File: src/rtl/rv_pipe_pkg.sv
// Shared pipeline encodings: operand-forwarding selects and the execute-stage
// multi-cycle FSM state type.
package rv_pipe_pkg;

   typedef enum logic [1:0] {
      FWD_NONE = 2'b00,
      FWD_W    = 2'b01,
      FWD_M    = 2'b10
   } fwd_sel_e;

   typedef enum logic {
      IDLE = 1'b0,
      BUSY = 1'b1
   } mdu_state_e;

   // The memory stage holds the younger result, so it wins over writeback.
   function automatic fwd_sel_e fwd_pick(input logic m_hit, input logic w_hit);
      if (m_hit) begin
         return FWD_M;
      end else if (w_hit) begin
         return FWD_W;
      end else begin
         return FWD_NONE;
      end
   endfunction

endpackage

File: src/rtl/hazard_unit_if.sv
// Pipeline <-> hazard unit signal bundle. The pipeline is the master; the
// hazard unit is the slave that answers with stall, flush and forward controls.
interface hazard_unit_if #(
   parameter int REG_AW = 5,
   parameter int CNT_W  = 32
);
   logic [REG_AW-1:0] rs1_D, rs2_D, rs1_E, rs2_E;
   logic [REG_AW-1:0] rd_E, rd_M, rd_W;
   logic              reg_wr_E, reg_wr_M, reg_wr_W;
   logic              rd_en_E, br_taken_E, mdu_start_E, cnt_clr;
   logic              stall_F, stall_D, stall_E;
   logic              flush_D, flush_E, flush_M;
   logic [1:0]        fwd_a_E, fwd_b_E;
   logic              mdu_done_E;
   logic [CNT_W-1:0]  stall_cnt, flush_cnt;

   modport master (
      output rs1_D, rs2_D, rs1_E, rs2_E, rd_E, rd_M, rd_W,
      output reg_wr_E, reg_wr_M, reg_wr_W, rd_en_E, br_taken_E, mdu_start_E, cnt_clr,
      input  stall_F, stall_D, stall_E, flush_D, flush_E, flush_M,
      input  fwd_a_E, fwd_b_E, mdu_done_E, stall_cnt, flush_cnt
   );

   modport slave (
      input  rs1_D, rs2_D, rs1_E, rs2_E, rd_E, rd_M, rd_W,
      input  reg_wr_E, reg_wr_M, reg_wr_W, rd_en_E, br_taken_E, mdu_start_E, cnt_clr,
      output stall_F, stall_D, stall_E, flush_D, flush_E, flush_M,
      output fwd_a_E, fwd_b_E, mdu_done_E, stall_cnt, flush_cnt
   );
endinterface

File: src/rtl/sat_counter.sv
// Saturating up-counter with synchronous clear (clear wins over increment).
module sat_counter #(
   parameter int W = 32
) (
   input  logic         clk,
   input  logic         rst,
   input  logic         inc_i,
   input  logic         clr_i,
   output logic [W-1:0] cnt_o
);
   logic [W-1:0] cnt_q, cnt_d;

   // Next count: clear, saturating increment, or hold.
   always_comb begin
      cnt_d = cnt_q;
      if (clr_i) begin
         cnt_d = '0;
      end else if (inc_i && (cnt_q != '1)) begin
         cnt_d = cnt_q + W'(1);
      end else begin
         cnt_d = cnt_q;
      end
   end

   // Count register.
   always_ff @(posedge clk or negedge rst) begin
      if (!rst) begin
         cnt_q <= '0;
      end else begin
         cnt_q <= cnt_d;
      end
   end

   assign cnt_o = cnt_q;
endmodule

File: src/rtl/hazard_unit.sv
// Five-stage pipeline hazard unit: forwarding selects, load-use / RAW stalls,
// branch flushes, multi-cycle execute sequencing and stall/flush counters.
module hazard_unit
   import rv_pipe_pkg::*;
#(
   parameter int REG_AW  = 5,
   parameter int MDU_LAT = 4,
   parameter int FWD_EN  = 1,
   parameter int CNT_W   = 32
) (
   input  logic         clk,
   input  logic         rst,
   hazard_unit_if.slave hz
);
   localparam int CW = (MDU_LAT > 1) ? $clog2(MDU_LAT) : 1;

   mdu_state_e    state_q;
   logic [CW-1:0] cnt_q;

   logic     hit_m_a, hit_w_a, hit_m_b, hit_w_b;
   logic     load_use, raw_d, data_haz;
   logic     mdu_stall, mdu_done, br_ok, data_stall;
   fwd_sel_e fwd_a, fwd_b;

   // x0 is never a real producer, so it never creates a hazard.
   function automatic logic hit(input logic [REG_AW-1:0] rd, input logic wr,
                                input logic [REG_AW-1:0] rs);
      return wr && (rd != '0) && (rd == rs);
   endfunction

   // Hazard detection and priority between branch, multi-cycle and data stalls.
   always_comb begin
      hit_m_a  = hit(hz.rd_M, hz.reg_wr_M, hz.rs1_E);
      hit_w_a  = hit(hz.rd_W, hz.reg_wr_W, hz.rs1_E);
      hit_m_b  = hit(hz.rd_M, hz.reg_wr_M, hz.rs2_E);
      hit_w_b  = hit(hz.rd_W, hz.reg_wr_W, hz.rs2_E);
      load_use = hz.rd_en_E && (hit(hz.rd_E, hz.reg_wr_E, hz.rs1_D) ||
                                hit(hz.rd_E, hz.reg_wr_E, hz.rs2_D));
      raw_d    = hit(hz.rd_E, hz.reg_wr_E, hz.rs1_D) || hit(hz.rd_E, hz.reg_wr_E, hz.rs2_D) ||
                 hit(hz.rd_M, hz.reg_wr_M, hz.rs1_D) || hit(hz.rd_M, hz.reg_wr_M, hz.rs2_D) ||
                 hit(hz.rd_W, hz.reg_wr_W, hz.rs1_D) || hit(hz.rd_W, hz.reg_wr_W, hz.rs2_D);
      data_haz = (FWD_EN != 0) ? load_use : raw_d;

      mdu_stall = ((state_q == IDLE) && hz.mdu_start_E && (MDU_LAT > 1)) ||
                  ((state_q == BUSY) && (cnt_q != '0));
      mdu_done  = ((state_q == IDLE) && hz.mdu_start_E && (MDU_LAT == 1)) ||
                  ((state_q == BUSY) && (cnt_q == '0));

      // A held multi-cycle op freezes E, so a branch there is not yet resolved.
      br_ok      = hz.br_taken_E && !mdu_stall;
      data_stall = data_haz && !br_ok && !mdu_stall;

      if (FWD_EN != 0) begin
         fwd_a = fwd_pick(hit_m_a, hit_w_a);
         fwd_b = fwd_pick(hit_m_b, hit_w_b);
      end else begin
         fwd_a = FWD_NONE;
         fwd_b = FWD_NONE;
      end
   end

   // Control outputs, forced quiet while reset is asserted.
   always_comb begin
      if (!rst) begin
         hz.stall_F    = 1'b0;
         hz.stall_D    = 1'b0;
         hz.stall_E    = 1'b0;
         hz.flush_D    = 1'b0;
         hz.flush_E    = 1'b0;
         hz.flush_M    = 1'b0;
         hz.fwd_a_E    = FWD_NONE;
         hz.fwd_b_E    = FWD_NONE;
         hz.mdu_done_E = 1'b0;
      end else begin
         hz.stall_F    = data_stall || mdu_stall;
         hz.stall_D    = data_stall || mdu_stall;
         hz.stall_E    = mdu_stall;
         hz.flush_D    = br_ok;
         hz.flush_E    = br_ok || data_stall;
         hz.flush_M    = mdu_stall;
         hz.fwd_a_E    = fwd_a;
         hz.fwd_b_E    = fwd_b;
         hz.mdu_done_E = mdu_done;
      end
   end

   // Multi-cycle execute sequencer; the counter reaches zero on the done cycle.
   always_ff @(posedge clk or negedge rst) begin
      if (!rst) begin
         state_q <= IDLE;
         cnt_q   <= '0;
      end else begin
         case (state_q)
            IDLE: begin
               if (hz.mdu_start_E && (MDU_LAT > 1)) begin
                  state_q <= BUSY;
                  cnt_q   <= (MDU_LAT > 1) ? CW'(MDU_LAT - 2) : '0;
               end
            end
            BUSY: begin
               if (cnt_q != '0) begin
                  cnt_q <= cnt_q - CW'(1);
               end else begin
                  state_q <= IDLE;
               end
            end
            default: begin
               state_q <= IDLE;
               cnt_q   <= '0;
            end
         endcase
      end
   end

   sat_counter #(.W(CNT_W)) u_stall_cnt (
      .clk   (clk),
      .rst   (rst),
      .inc_i (hz.stall_D),
      .clr_i (hz.cnt_clr),
      .cnt_o (hz.stall_cnt)
   );

   sat_counter #(.W(CNT_W)) u_flush_cnt (
      .clk   (clk),
      .rst   (rst),
      .inc_i (hz.flush_D || hz.flush_E),
      .clr_i (hz.cnt_clr),
      .cnt_o (hz.flush_cnt)
   );
endmodule
File: src/flat_wrapper.sv
// flat-port wrapper written by rule: the top's interface ports become plain ports
module hazard_unit_flat import rv_pipe_pkg::*;
#(
   parameter int REG_AW  = 5,
   parameter int MDU_LAT = 4,
   parameter int FWD_EN  = 1,
   parameter int CNT_W   = 32
)
  (clk, rst, hz_rs1_D, hz_rs2_D, hz_rs1_E, hz_rs2_E, hz_rd_E, hz_rd_M, hz_rd_W, hz_reg_wr_E, hz_reg_wr_M, hz_reg_wr_W, hz_rd_en_E, hz_br_taken_E, hz_mdu_start_E, hz_cnt_clr, hz_stall_F, hz_stall_D, hz_stall_E, hz_flush_D, hz_flush_E, hz_flush_M, hz_fwd_a_E, hz_fwd_b_E, hz_mdu_done_E, hz_stall_cnt, hz_flush_cnt);
  hazard_unit_if #(.REG_AW(REG_AW), .CNT_W(CNT_W)) hz_i ();
  input  logic clk;
  input  logic rst;
  input wire logic [$bits(hz_i.rs1_D)-1:0] hz_rs1_D;
  input wire logic [$bits(hz_i.rs2_D)-1:0] hz_rs2_D;
  input wire logic [$bits(hz_i.rs1_E)-1:0] hz_rs1_E;
  input wire logic [$bits(hz_i.rs2_E)-1:0] hz_rs2_E;
  input wire logic [$bits(hz_i.rd_E)-1:0] hz_rd_E;
  input wire logic [$bits(hz_i.rd_M)-1:0] hz_rd_M;
  input wire logic [$bits(hz_i.rd_W)-1:0] hz_rd_W;
  input wire logic [$bits(hz_i.reg_wr_E)-1:0] hz_reg_wr_E;
  input wire logic [$bits(hz_i.reg_wr_M)-1:0] hz_reg_wr_M;
  input wire logic [$bits(hz_i.reg_wr_W)-1:0] hz_reg_wr_W;
  input wire logic [$bits(hz_i.rd_en_E)-1:0] hz_rd_en_E;
  input wire logic [$bits(hz_i.br_taken_E)-1:0] hz_br_taken_E;
  input wire logic [$bits(hz_i.mdu_start_E)-1:0] hz_mdu_start_E;
  input wire logic [$bits(hz_i.cnt_clr)-1:0] hz_cnt_clr;
  output wire logic [$bits(hz_i.stall_F)-1:0] hz_stall_F;
  output wire logic [$bits(hz_i.stall_D)-1:0] hz_stall_D;
  output wire logic [$bits(hz_i.stall_E)-1:0] hz_stall_E;
  output wire logic [$bits(hz_i.flush_D)-1:0] hz_flush_D;
  output wire logic [$bits(hz_i.flush_E)-1:0] hz_flush_E;
  output wire logic [$bits(hz_i.flush_M)-1:0] hz_flush_M;
  output wire logic [$bits(hz_i.fwd_a_E)-1:0] hz_fwd_a_E;
  output wire logic [$bits(hz_i.fwd_b_E)-1:0] hz_fwd_b_E;
  output wire logic [$bits(hz_i.mdu_done_E)-1:0] hz_mdu_done_E;
  output wire logic [$bits(hz_i.stall_cnt)-1:0] hz_stall_cnt;
  output wire logic [$bits(hz_i.flush_cnt)-1:0] hz_flush_cnt;
  assign hz_i.rs1_D = hz_rs1_D;
  assign hz_i.rs2_D = hz_rs2_D;
  assign hz_i.rs1_E = hz_rs1_E;
  assign hz_i.rs2_E = hz_rs2_E;
  assign hz_i.rd_E = hz_rd_E;
  assign hz_i.rd_M = hz_rd_M;
  assign hz_i.rd_W = hz_rd_W;
  assign hz_i.reg_wr_E = hz_reg_wr_E;
  assign hz_i.reg_wr_M = hz_reg_wr_M;
  assign hz_i.reg_wr_W = hz_reg_wr_W;
  assign hz_i.rd_en_E = hz_rd_en_E;
  assign hz_i.br_taken_E = hz_br_taken_E;
  assign hz_i.mdu_start_E = hz_mdu_start_E;
  assign hz_i.cnt_clr = hz_cnt_clr;
  assign hz_stall_F = hz_i.stall_F;
  assign hz_stall_D = hz_i.stall_D;
  assign hz_stall_E = hz_i.stall_E;
  assign hz_flush_D = hz_i.flush_D;
  assign hz_flush_E = hz_i.flush_E;
  assign hz_flush_M = hz_i.flush_M;
  assign hz_fwd_a_E = hz_i.fwd_a_E;
  assign hz_fwd_b_E = hz_i.fwd_b_E;
  assign hz_mdu_done_E = hz_i.mdu_done_E;
  assign hz_stall_cnt = hz_i.stall_cnt;
  assign hz_flush_cnt = hz_i.flush_cnt;
  hazard_unit #(.REG_AW(REG_AW), .MDU_LAT(MDU_LAT), .FWD_EN(FWD_EN), .CNT_W(CNT_W)) u_core (.clk(clk), .rst(rst), .hz(hz_i));
endmodule
File: config.mk
export PLATFORM = sky130hd
export DESIGN_NAME = hazard_unit_flat
export DESIGN_NICKNAME = d
export VERILOG_FILES = /design/src/rtl/rv_pipe_pkg.sv /design/src/rtl/hazard_unit_if.sv /design/src/rtl/sat_counter.sv /design/src/rtl/hazard_unit.sv /design/src/flat_wrapper.sv
export SDC_FILE = /design/constraint.sdc
export NUM_CORES = 1
export LEC_CHECK = 0
export ABC_AREA = 1
export BUFFER_PORTS_ARGS = -buffer_cell sky130_fd_sc_hd__buf_2
export CAP_MARGIN = 20
export CORE_MARGIN = 2
export CORE_UTILIZATION = 45
export CTS_BUF_LIST = sky130_fd_sc_hd__clkbuf_16
export DETAILED_ROUTE_END_ITERATION = 10
export PLACE_DENSITY = 0.81
export SLEW_MARGIN = 20
export SYNTH_ARGS = -nofsm -noshare
export SYNTH_HDL_FRONTEND = slang
export SYNTH_SLANG_ARGS = --single-unit
File: constraint.sdc
create_clock -name clk -period 1.7 [get_ports clk]
set_clock_uncertainty 0.15 [all_clocks]
set_input_delay 0.17 -clock clk [delete_from_list [all_inputs] [get_ports clk]]
set_output_delay 0.17 -clock clk [all_outputs]
set_load 0.02 [all_outputs]
# Word level (Yosys, flattened, before mapping)
# Cells that the tools add are included.
[totals]
output_inout_bits = 75
input_bits = 44
wordCells = 72
regBits = 67
[classes]
n_bitwise = 1
n_eq_ne = 10
add_sub_neg = 3
n_mux = 21
reduce_logical = 33
[op_table]
columns = ["operator", "count"]
rows = [
  ["two-way mux 32 bit", 4],
  ["adder 32 x 1 -> 32 bit, second input constant", 2],
  ["!= test 32 bit, second input constant", 2],
  ["== test 5 bit", 6],
  ["logical AND 1 bit", 18],
  ["nonzero test 5 bit", 3],
  ["two-way mux 2 bit", 6],
  ["two-way mux 1 bit", 9],
  ["nonzero test 2 bit", 3],
  ["logical OR 1 bit", 5],
  ["!= test 2 bit, second input constant", 2],
  ["case mux 2 bit (2 select lines)", 1],
  ["logical NOT 1 bit", 2],
  ["logical NOT 2 bit", 1],
  ["case mux 1 bit (2 select lines)", 1],
  ["AND reduction 2 bit", 1],
  ["subtractor 2 x 1 -> 2 bit, second input constant", 1],
  ["NOT 1 bit", 1],
]

# Depth between registers and ports, before layout
# Gate-level depths: netlist of run 1.
[logic_depth]
ltp_word = 14
depth_mapped = 14
mapped_depth_nobuf = 13

# By module
# From an unflattened synthesis of run 1, not the netlist that was laid out.
[hier_totals]
cells_unflattened = 820
hier_area_um2 = 5197.5
[modules_own_cells]
columns = ["module", "cells_each", "area_per_inst_um2", "seq_area_each_um2", "instances"]
rows = [
  ["sat_counter", 345, 2243.4, 800.8, 2],
  ["hazard_unit", 130, 710.7, 75.1, 1],
]

# Worst setup path after synthesis of run 1
# OpenSTA, ideal clock, no wires.
[synth_timing]
path_kind = "reg-to-output"
startpoint = "register u_core.cnt_q[0]"
endpoint = "output port hz_stall_F"
t_arrival_ps = 1760
required_ps = 1380
n_path_buf = 2
path_slack_ps = -380
path_stages_with_launch = 10
path_cell_list = "dfrtp_1 -> inv_1 -> ha_1 -> nand2_1 -> o21ai_1 -> nor2_1 -> inv_1 -> nand2_2 -> buf_2 -> buf_4"
[synth_between]
elab_chain_len = 10
[synth_lines]
columns = ["item", "line", "rtl"]
rows = [
  ["start, declared", "hazard_unit.sv:18", "logic [CW-1:0] cnt_q;"],
  ["start signal, assigned", "hazard_unit.sv:97", "cnt_q <= (MDU_LAT > 1) ? CW'(MDU_LAT - 2) : '0;"],
  ["start signal, assigned", "hazard_unit.sv:102", "cnt_q <= cnt_q - CW'(1);"],
  ["nonzero test 2 bit *", "hazard_unit.sv:45", "((state_q == BUSY) && (cnt_q != '0));"],
  ["logical AND 1 bit *", "hazard_unit.sv:45", ""],
  ["logical OR 1 bit *", "hazard_unit.sv:44", "mdu_stall = ((state_q == IDLE) && hz.mdu_start_E && (MDU_LAT > 1)) ||"],
  ["logical NOT 1 bit", "hazard_unit.sv:50, hazard_unit.sv:51", ""],
  ["logical AND 1 bit", "hazard_unit.sv:50", "br_ok = hz.br_taken_E && !mdu_stall;"],
  ["logical NOT 1 bit", "hazard_unit.sv:51", "data_stall = data_haz && !br_ok && !mdu_stall;"],
  ["logical AND 1 bit (2 in a row)", "hazard_unit.sv:51", ""],
  ["logical OR 1 bit *", "--", ""],
  ["two-way mux 1 bit *", "--", ""],
  ["end, declared", "flat_wrapper.sv:27", "output wire logic [$bits(hz_i.stall_F)-1:0] hz_stall_F;"],
]
# Every way passes the cells marked *; elsewhere a longest branch is shown, timed or not.

# Worst setup path after layout of run 1
[layout_timing]
startpoint = "register u_core.cnt_q[1]"
endpoint = "output port hz_stall_F"
[layout_between]
elab_chain_len = 10
[layout_lines]
columns = ["item", "line", "rtl"]
rows = [
  ["nonzero test 2 bit *", "hazard_unit.sv:45", ""],
  ["logical AND 1 bit *", "hazard_unit.sv:45", ""],
  ["logical OR 1 bit *", "hazard_unit.sv:44", ""],
  ["logical NOT 1 bit", "hazard_unit.sv:50, hazard_unit.sv:51", ""],
  ["logical AND 1 bit", "hazard_unit.sv:50", ""],
  ["logical NOT 1 bit", "hazard_unit.sv:51", ""],
  ["logical AND 1 bit (2 in a row)", "hazard_unit.sv:51", ""],
  ["logical OR 1 bit *", "hazard_unit.sv:75", "hz.stall_F = data_stall || mdu_stall;"],
  ["two-way mux 1 bit *", "hazard_unit.sv:64", "if (!rst) begin"],
]
# Marked as above.

==> impl_metrics.csv, run 1 <==
group,metric,value,unit
route,dr_total_vias,6872,
worst_setup_path,end_kind,"primary output",
final_layout,fin_nets,1122,
synthesis,synth-edff-count,0,
synthesis,netlist.area_leader.share,31.8,%
sta,fin_ws,-0.355,ns
global_route,use_met3,4.48,%
sta,whs,-0.100,ns
synthesis,async_flop_share,100,%
worst_setup_path,reg2reg_from,"u_core.u_stall_cnt.cnt_o[0]",
worst_setup_path,crit_path_start_kind,"flop",
pwr,powerDensity,683,nW/um2
placement,port_buffers,118,
worst_setup_path,r2r_cells,12,
clocking,cts_buffer_depth,2,
pwr,sequentialPowerShare,31.2,%
sta,fmax,0.487,GHz
worst_setup_path,cp.required,1.38,ns
worst_setup_path,crit_arrival,1.74,ns
pwr,combPwrFrac,36.3,%
final_layout,drive_gt1_share,38.1,%
global_route,antenna_found_initial,0,
clocking,clock_sinks,67,
synthesis,synth_top_flop_cell,"dfrtp_1",
synthesis,netlist_area,5270,um2
floorplan,ios,119,
global_route,grt_pass1_wl,28.0,mm
route,drt_pass1_iterations,6,
pwr,switching_power,1.87,mW
route,ant_nets,0,
run,drv_cap,0,
floorplan,start_util,46.1,%
outcome,failed_checks,"negative hold slack, negative setup slack",
synthesis,ys_ff_latch,67,
pwr,peakVddDrop,0.518,mV
worst_hold_path,hold_path.class,"primary input to async pin",
clocking,clk_pin_slew,0.05,ns
final_layout,area_growth,54.8,%
sta,tightest_slew,0.802,ns
synthesis,synth.distinct_cells,30,
sta,finalHoldViolCount,60,
worst_setup_path,critical_path_class,"flop to primary output",
route,wl_per_cell,16.7,um
global_route,met1_usage,35.8,%
sta,finalSetupViolCount,71,
final_layout,instances_no_fill,1223,
pwr,p_int,3.70,mW
clocking,h-tree-depth,3,
floorplan,core,11400,um2
route,drcViolationCount,0,
floorplan,dieArea,12600,um2
synthesis,ys_seq_area_share,31.8,%
placement,gp_congestion,1.01,
pwr,power.total,5.57,mW
global_route,gr-usage-met2,44.8,%
sta,relSlewSlack,46.5,%
synthesis,syn_area_per_cell,6.43,um2
placement,dp_hpwl,12.1,mm
final_layout,diodes,0,
global_route,grt_usage,27.0,%
clocking,worstSkewPairLatency,0.34,ns
sta,grt_setup_unrepaired,"true",
floorplan,die-width,112,um
route,drt_iter0_markers,952,
placement,pre_cts_slack,-0.276,ns
synthesis,syn_nets,866,
sta,fin_crit_sh,121,%
synthesis,yosysWarnings,0,
route,vias_per_cell,5.62,
pwr,p_leak,4.35,nW
pwr,swShare,33.5,%
sta,setup_tns,-19.42,ns
sta,period_minus_slack,2.06,ns
final_layout,nFillCells,826,
synthesis,synth_area_leader_cell,"dfrtp_1",
synthesis,yosys-top-cells-area,"dfrtp_1 32%, nand2_1 19%, nor2_1 9.3%",
pwr,clkPwrFrac,32.5,%
synthesis,synthCells,819,
sta,slew_viol_final,0,
global_route,grt_max_degree,61,
route,routed_wl,20.4,mm
outcome,outcome,"complete, but fails checks",
placement,numPlacedInstances,1182,
worst_setup_path,crit_path_max_fanout,3,
clocking,cts_tree,"yes",
clocking,cts_root_buf,"clkbuf_16",
clocking,cts_made_buffers,9,
worst_setup_path,r2r_end,"u_core.u_stall_cnt.cnt_o[23]",
floorplan,die_y,112,um
global_route,busiest_layer,"met2",
global_route,grt_pass1_vias,6011,
worst_setup_path,reg2reg_slack,-0.35,ns
floorplan,row_count,39,
global_route,grt_overflow,0,
==> final cells by class <==
| cell class | count | area [um2] | area share (%) |
|---|---|---|---|
| Inverter | 83 | 314 | 3.85 |
| Sequential cell | 67 | 1690 | 20.7 |
| Timing Repair Buffer | 273 | 2050 | 25.1 |
| Tap cell | 143 | 179 | 2.20 |
| Multi-Input combinational cell | 641 | 3650 | 44.7 |
| Clock inverter | 7 | 52.6 | 0.645 |
| Clock buffer | 9 | 225 | 2.76 |
==> per-stage QoR <==
step	utilization, %	instance area [um2]
after floorplan	-	5370
after global placement	61.0	6960
after detailed placement	61.0	6960
after CTS	66.0	7530
after global routing	71.4	8150
final	71.4	8150
==> logic make-up (layout without fill, tap and decap cells) <==
group	Yosys count	in the layout	synth area share, %
AO/OA/AOI/OAI	11	11	1.16
XOR/XNOR	69	69	11.5
adder cells (fa/ha/maj)	3	3	0.713
buffers and inverters	114	372	9.48
flip-flops	67	67	31.8
AND/OR/NAND/NOR	555	558	45.3
==> flip-flops by register name, summed over array words and instances (netlist names) <==
| name | cells |
|---|---|
| u_core.u_flush_cnt.cnt_o | 32 |
| u_core.u_stall_cnt.cnt_o | 32 |
| u_core.cnt_q | 2 |
| u_core.state_q | 1 |
==> power by group through the flow <==
stage	combinational (mW)	sequential (mW)	clock, mW
2_1_floorplan	0.719	1.79	0
3_3_place_gp	1.18	1.74	0
3_5_place_dp	1.21	1.75	0
4_1_cts	1.61	1.74	1.80
5_1_grt	2.12	1.74	1.90
6_report	2.02	1.74	1.81
==> synthesized netlist by cell type, types with 3 or more instances <==
cell type	number
xnor2_1	26
clkbuf_1	14
ha_1	3
o21ai_0	4
dfrtp_1	67
a21oi_1	3
nand4_1	41
nand3_1	85
nor2_2	4
buf_4	5
inv_2	8
nand2_2	3
buf_2	6
inv_1	74
nor2_1	130
buf_6	6
nor4_1	4
nand2_1	265
xor2_1	43
nor3_1	17
==> timing repair <==
action,CTS,global route
resized for setup,43,116
buffers inserted,11,7
pin swaps,12,32
endpoints found under the hold margin,67,7
endpoints found under the setup margin,71,74
hold buffers,1,1
cloned,2,7
==> worst max-delay path: stages, from the launching register on <==
cell     delay (ns)
dfrtp_1        0.34
inv_2          0.05
ha_4           0.16
nand2_4        0.08
o21ai_4        0.07
nand2_2        0.08
nand3_2        0.08
nor2_4         0.11
nand3_2        0.08
nand2_2        0.11
buf_12         0.13
buf_8          0.11
==> layout by cell type (no fill, tap or decap), types with 2 or more instances in the layout <==
master | synthesis | final
ha_4 | 0 | 3
buf_12 | 0 | 9
nand4_1 | 41 | 41
xor2_1 | 43 | 43
nand2_8 | 0 | 5
nand3_2 | 2 | 24
nor2_1 | 130 | 122
buf_4 | 5 | 137
nand2_4 | 1 | 14
nor2_4 | 0 | 4
clkinv_1 | 1 | 3
clkbuf_16 | 0 | 14
xnor2_1 | 26 | 26
inv_2 | 8 | 10
dfrtp_2 | 0 | 8
nor2_2 | 4 | 8
nor3_2 | 1 | 4
nor4_2 | 0 | 2
buf_6 | 6 | 7
inv_1 | 74 | 75
dfrtp_1 | 67 | 59
nor4_1 | 4 | 2
o21ai_0 | 4 | 4
buf_2 | 6 | 110
nand2_2 | 3 | 40
nand3_4 | 0 | 2
nand2_1 | 265 | 213
nor3_1 | 17 | 13
buf_8 | 0 | 3
nand3_1 | 85 | 61
a21oi_1 | 3 | 3
==> worst max-delay path by stage <==
| stage | from | endpoint | slack (ns) | cells after the start |
|---|---|---|---|---|
| after CTS | u_core.cnt_q[1] | hz_stall_D | -0.38 | 11 |
| final | u_core.cnt_q[1] | hz_stall_F | -0.36 | 11 |
| after detailed placement | u_core.cnt_q[0] | u_core.u_stall_cnt.cnt_o[10] | -0.28 | 12 |
| after global routing | u_core.cnt_q[0] | hz_stall_F | -0.43 | 11 |
| after global placement | u_core.cnt_q[0] | u_core.u_stall_cnt.cnt_o[26] | -0.18 | 12 |
| after floorplan | u_core.u_stall_cnt.cnt_o[0] | u_core.u_stall_cnt.cnt_o[2] | -0.12 | 11 |
==> routing by layer <==
metal	part of all wire (%)	routed length (um)	vias up
met3	10	2130	130
met4	5.6	1150	0
met2	47	9540	510
met1	37	7580	3116
li1	-	-	3116
met5	0	0	-
Note: power is estimated with default switching activity, not from simulation.
==> inputs of run 2 (changes only) <==
- CTS_CLUSTER_DIAMETER: default -> 40
- HOLD_SLACK_MARGIN: default -> 0.06
==> impl_metrics.csv, run 2 (synthesis gave the netlist of run 1 again) <==
group,metric,value,unit
outcome,outcome,"complete, but fails checks",
outcome,failed_checks,"negative setup slack",
worst_setup_path,end_kind,"primary output",
sta,period_minus_slack,2.06,ns
worst_setup_path,crit_arrival,1.74,ns
sta,grt_setup_unrepaired,"true",
clocking,cts_root_buf,"clkbuf_16",
placement,port_buffers,118,
placement,numPlacedInstances,1182,
sta,finalSetupViolCount,72,
clocking,clk_pin_slew,0.05,ns
route,ant_nets,0,
final_layout,drive_gt1_share,38.1,%
worst_hold_path,hold_path.class,"primary input to flop",
pwr,powerDensity,684,nW/um2
global_route,grt_max_degree,61,
worst_setup_path,critical_path_class,"flop to primary output",
route,dr_total_vias,6888,
global_route,grt_pass1_wl,28.0,mm
final_layout,final_cell_mix,"213 x nand2_1, 137 x buf_4, 122 x nor2_1, 110 x buf_2, 75 x inv_1",
worst_setup_path,cp.required,1.38,ns
pwr,power.total,5.57,mW
route,drt_pass1_iterations,6,
placement,dp_hpwl,12.1,mm
route,routed_wl,20.6,mm
route,drt_iter0_markers,926,
route,drcViolationCount,0,
global_route,grt_pass1_vias,6011,
global_route,grt_usage,27.0,%
clocking,worstSkewPairLatency,0.34,ns
sta,relSlewSlack,45.4,%
floorplan,row_count,39,
final_layout,fin_area,8150,um2
sta,fmax,0.486,GHz
sta,finalHoldViolCount,0,
final_layout,final_common_cell,"nand2_1",
placement,pre_cts_slack,-0.276,ns
floorplan,dieArea,12600,um2
worst_setup_path,crit_path_start_kind,"flop",
run,drv_cap,0,
floorplan,ios,119,
worst_setup_path,crit_path_max_fanout,3,
placement,post_dp_cell_area,6960,um2
floorplan,start_util,46.1,%
sta,fin_crit_sh,121,%
pwr,p_leak,4.35,nW
final_layout,instances_no_fill,1223,
global_route,grt_overflow,0,
route,wl_per_cell,16.8,um
clocking,clock_sinks,67,
global_route,antenna_found_initial,0,
final_layout,fin_util,71.4,%
floorplan,die_y,112,um
floorplan,core,11400,um2
pwr,peakVddDrop,0.519,mV
worst_setup_path,reg2reg_slack,-0.33,ns
floorplan,die-width,112,um
final_layout,diodes,0,
clocking,cts_buffer_depth,2,
route,vias_per_cell,5.63,
final_layout,area_growth,54.8,%
final_layout,fin_nets,1122,
sta,tightest_slew,0.819,ns
clocking,h-tree-depth,3,
sta,fin_ws,-0.356,ns
sta,slew_viol_final,0,
placement,gp_congestion,1.01,
clocking,cts_tree,"yes",
clocking,cts_made_buffers,9,
run 2: critical path: stages (launching register included):
cell     delay [ns]
dfrtp_1        0.34
inv_2          0.05
ha_4           0.16
nand2_4        0.08
o21ai_4        0.07
nand2_2        0.08
nand3_2        0.08
nor2_4         0.11
nand3_2        0.08
nand2_2        0.11
buf_12         0.13
buf_8          0.11
run 2: power by group:
part,internal [mW],switching (mW)
Combinational,0.928,1.09
Sequential,1.66,0.0706
Clock,1.10,0.714
Total,3.70,1.87
run 2: repair_timing:
item                                    CTS  global route
gates resized for setup                  43           116
cloned                                    2             7
setup buffers                            11             7
endpoints found under the setup margin   71            74
hold buffers                              1             1
pin swaps                                12            32
hold endpoints to repair                 67            67
run 2: through the flow:
step           setup TNS [ns]  hold slack (ns)
2_1_floorplan           -6.04           -0.276
3_3_place_gp            -9.13          -0.0165
3_5_place_dp           -14.24          -0.0159
4_1_cts                -17.69            0.152
5_1_grt                -24.64            0.185
6_report               -19.22            0.157
run 2: path summary, 6_finish.rpt:
check / depth (start not counted) / start / end
max: 11 / u_core.cnt_q[1] / hz_stall_F
min: 4 / hz_mdu_start_E / u_core.cnt_q[1]
max reg2reg: 12 / u_core.u_stall_cnt.cnt_o[0] / u_core.u_stall_cnt.cnt_o[23]
min reg2reg: 2 / u_core.cnt_q[1] / u_core.cnt_q[1]
max in group asynchronous: 3 / rst / u_core.u_flush_cnt.cnt_o[8]
min in group asynchronous: 3 / rst / u_core.u_flush_cnt.cnt_o[1]
run 2: area by class of cell:
type / count / area, um2
tap: 143 / 179
fill: 834 / 3270
clock inverter: 7 / 52.6
inverter: 83 / 314
multi-input combinational: 641 / 3650
clock buffer: 9 / 225
timing repair buffer: 273 / 2050
sequential: 67 / 1690
run 2: metal layers:
layer	wire length [um]	track usage, %
met1	7590	35.8
met2	9620	44.8
met3	2180	4.48
met4	1210	9.76
met5	0	0
==> inputs of run 3 (changes only) <==
- CELL_PAD_IN_SITES_DETAIL_PLACEMENT: default -> 0
- CELL_PAD_IN_SITES_GLOBAL_PLACEMENT: default -> 1
- CORE_UTILIZATION: 45 -> 35
- PLACE_DENSITY: 0.81 -> 0.88
==> impl_metrics.csv, run 3 (synthesis gave the netlist of run 1 again) <==
group,metric,value,unit
floorplan,ios,119,
sta,finalHoldViolCount,0,
final_layout,fin_nets,1136,
worst_setup_path,crit_path_max_incr_delay,0.34,ns
global_route,use_met3,4.18,%
route,drt_iter0_markers,596,
global_route,grt_usage,23.5,%
global_route,antenna_found_initial,0,
pwr,p_leak,4.29,nW
worst_setup_path,cp_slowest_cell,"dfrtp_1",
worst_setup_path,crit_start,"u_core.cnt_q[1]",
worst_setup_path,crit_path_max_fanout,3,
worst_setup_path,critical_path_class,"flop to primary output",
route,vias_per_cell,5.02,
worst_setup_path,cp_cell_sequence,"inv_2 -> ha_4 -> nand2_4 -> o21ai_4 -> nand2_2 -> nand3_2 -> nor2_4 -> nand3_2 -> nand2_4 -> buf_12 -> buf_8",
pwr,powerDensity,720,nW/um2
pwr,power.total,5.91,mW
worst_setup_path,worst-path-buf-inv,3,
final_layout,final_common_cell,"nand2_1",
run,drv_cap,0,
worst_setup_path,end_kind,"primary output",
clocking,h-tree-depth,3,
final_layout,fin_util,56.0,%
floorplan,die_y,127,um
outcome,failed_checks,"negative setup slack",
placement,gp_congestion,0.917,
route,wl_per_cell,14.9,um
clocking,clk_pin_slew,0.06,ns
placement,post_dp_cell_area,7150,um2
route,drcViolationCount,0,
floorplan,die-width,127,um
worst_setup_path,crit_arrival,1.73,ns
final_layout,diodes,0,
global_route,grt_pass1_wl,30.1,mm
worst_hold_path,hold_path.class,"primary input to flop",
clocking,cts_buffer_depth,2,
final_layout,drive_gt1_share,36.2,%
final_layout,fin_area,8210,um2
sta,tightest_slew,0.670,ns
placement,pre_cts_slack,-0.297,ns
route,routed_wl,19.0,mm
route,dr_total_vias,6413,
route,ant_nets,0,
placement,dp_hpwl,13.0,mm
worst_setup_path,cp.required,1.38,ns
sta,period_minus_slack,2.05,ns
floorplan,start_util,36.0,%
placement,numPlacedInstances,1238,
clocking,cts_tree,"yes",
global_route,grt_pass1_vias,5994,
sta,finalSetupViolCount,72,
global_route,gr-usage-met2,37.1,%
sta,whs,0.143,ns
placement,port_buffers,118,
sta,fin_ws,-0.345,ns
clocking,cts_root_buf,"clkbuf_16",
route,drt_pass1_iterations,5,
sta,slew_viol_final,0,
worst_setup_path,crit_path_start_kind,"flop",
worst_setup_path,reg2reg_from,"u_core.cnt_q[1]",
floorplan,core,14600,um2
sta,relSlewSlack,55.3,%
global_route,grt_overflow,0,
floorplan,dieArea,16000,um2
global_route,met1_usage,32.2,%
worst_setup_path,crit_family,"simple AND/OR/NAND/NOR gates",
sta,grt_setup_unrepaired,"true",
clocking,cts_made_buffers,9,
sta,fin_crit_sh,120,%
clocking,clock_sinks,67,
sta,setup_tns,-19.78,ns
sta,fmax,0.489,GHz
final_layout,final_cell_mix,"253 x nand2_1, 147 x buf_4, 124 x nor2_1, 110 x buf_2, 72 x inv_1",
pwr,peakVddDrop,0.514,mV
global_route,grt_max_degree,62,
worst_hold_path,min_from,"hz_mdu_start_E",
final_layout,instances_no_fill,1278,
clocking,worstSkewPairLatency,0.34,ns
outcome,outcome,"complete, but fails checks",
floorplan,row_count,44,
final_layout,area_growth,55.9,%
global_route,busiest_layer,"met2",
## run 3: cell count changes in the layout (fill, tap and decap cells not counted), moves of 10 or more
cell     previous run  this run
nand2_1           213       253
nand2_2            40        11
nand3_2            24        36
nand2_4            14         3
nand3_1            61        50
buf_4             137       147
## run 3: layer usage
metal	part of all wire [%]	vias up	wire, um
li1	-	3138	-
met1	44	2977	8390
met2	45	260	8620
met3	8.1	38	1540
met4	2.4	0	449
met5	0	-	0
## run 3: worst register-to-register path, cell delays in order (launching register included)
cell	delay, ns
dfrtp_1	0.34
inv_2	0.05
ha_4	0.16
nand2_4	0.07
o21ai_4	0.06
nand2_2	0.08
nand3_2	0.09
nor2_4	0.10
nand3_2	0.10
nand2_4	0.10
buf_6	0.10
buf_12	0.13
buf_12	0.13
nand2_8	0.10
nand3_2	0.08
nand2_1	0.05
## run 3: final cells by class
type                    instances  area (um2)
flip-flops and latches         67        1690
repair buffers                287        2160
well taps                     184         230
clock buffers                   9         225
clock inverters                 7        92.6
fillers                      1369        6440
multi-input cells             641        3500
inverters                      83         312
## run 3: power breakdown
| group | internal [mW] | switching (mW) | total, mW |
|---|---|---|---|
| logic | 1.03 | 1.10 | 2.13 |
| registers | 1.66 | 0.0686 | 1.73 |
| clock network | 1.28 | 0.766 | 2.05 |
| total | 3.97 | 1.94 | 5.91 |
## run 3: what timing repair did
| action | in CTS | in global routing |
|---|---|---|
| gates resized for setup | 65 | 37 |
| endpoints found under the hold margin | 67 | 67 |
| cloned | 7 | 1 |
| pin swaps | 9 | 14 |
| hold buffers | 1 | 1 |
| endpoints found under the setup margin | 71 | 74 |
| buffers inserted | 12 | 5 |
## run 3: final timing paths
kind	depth (start not counted)	to	slack (ns)
setup / recovery	11	hz_stall_D	-0.35
hold / removal	4	u_core.cnt_q[1]	0.14
setup reg to reg	15	u_core.u_stall_cnt.cnt_o[17]	-0.31
hold reg to reg	2	u_core.u_stall_cnt.cnt_o[31]	0.41
max in group asynchronous	3	u_core.u_stall_cnt.cnt_o[1]	0.33
min in group asynchronous	3	u_core.u_flush_cnt.cnt_o[2]	0.32
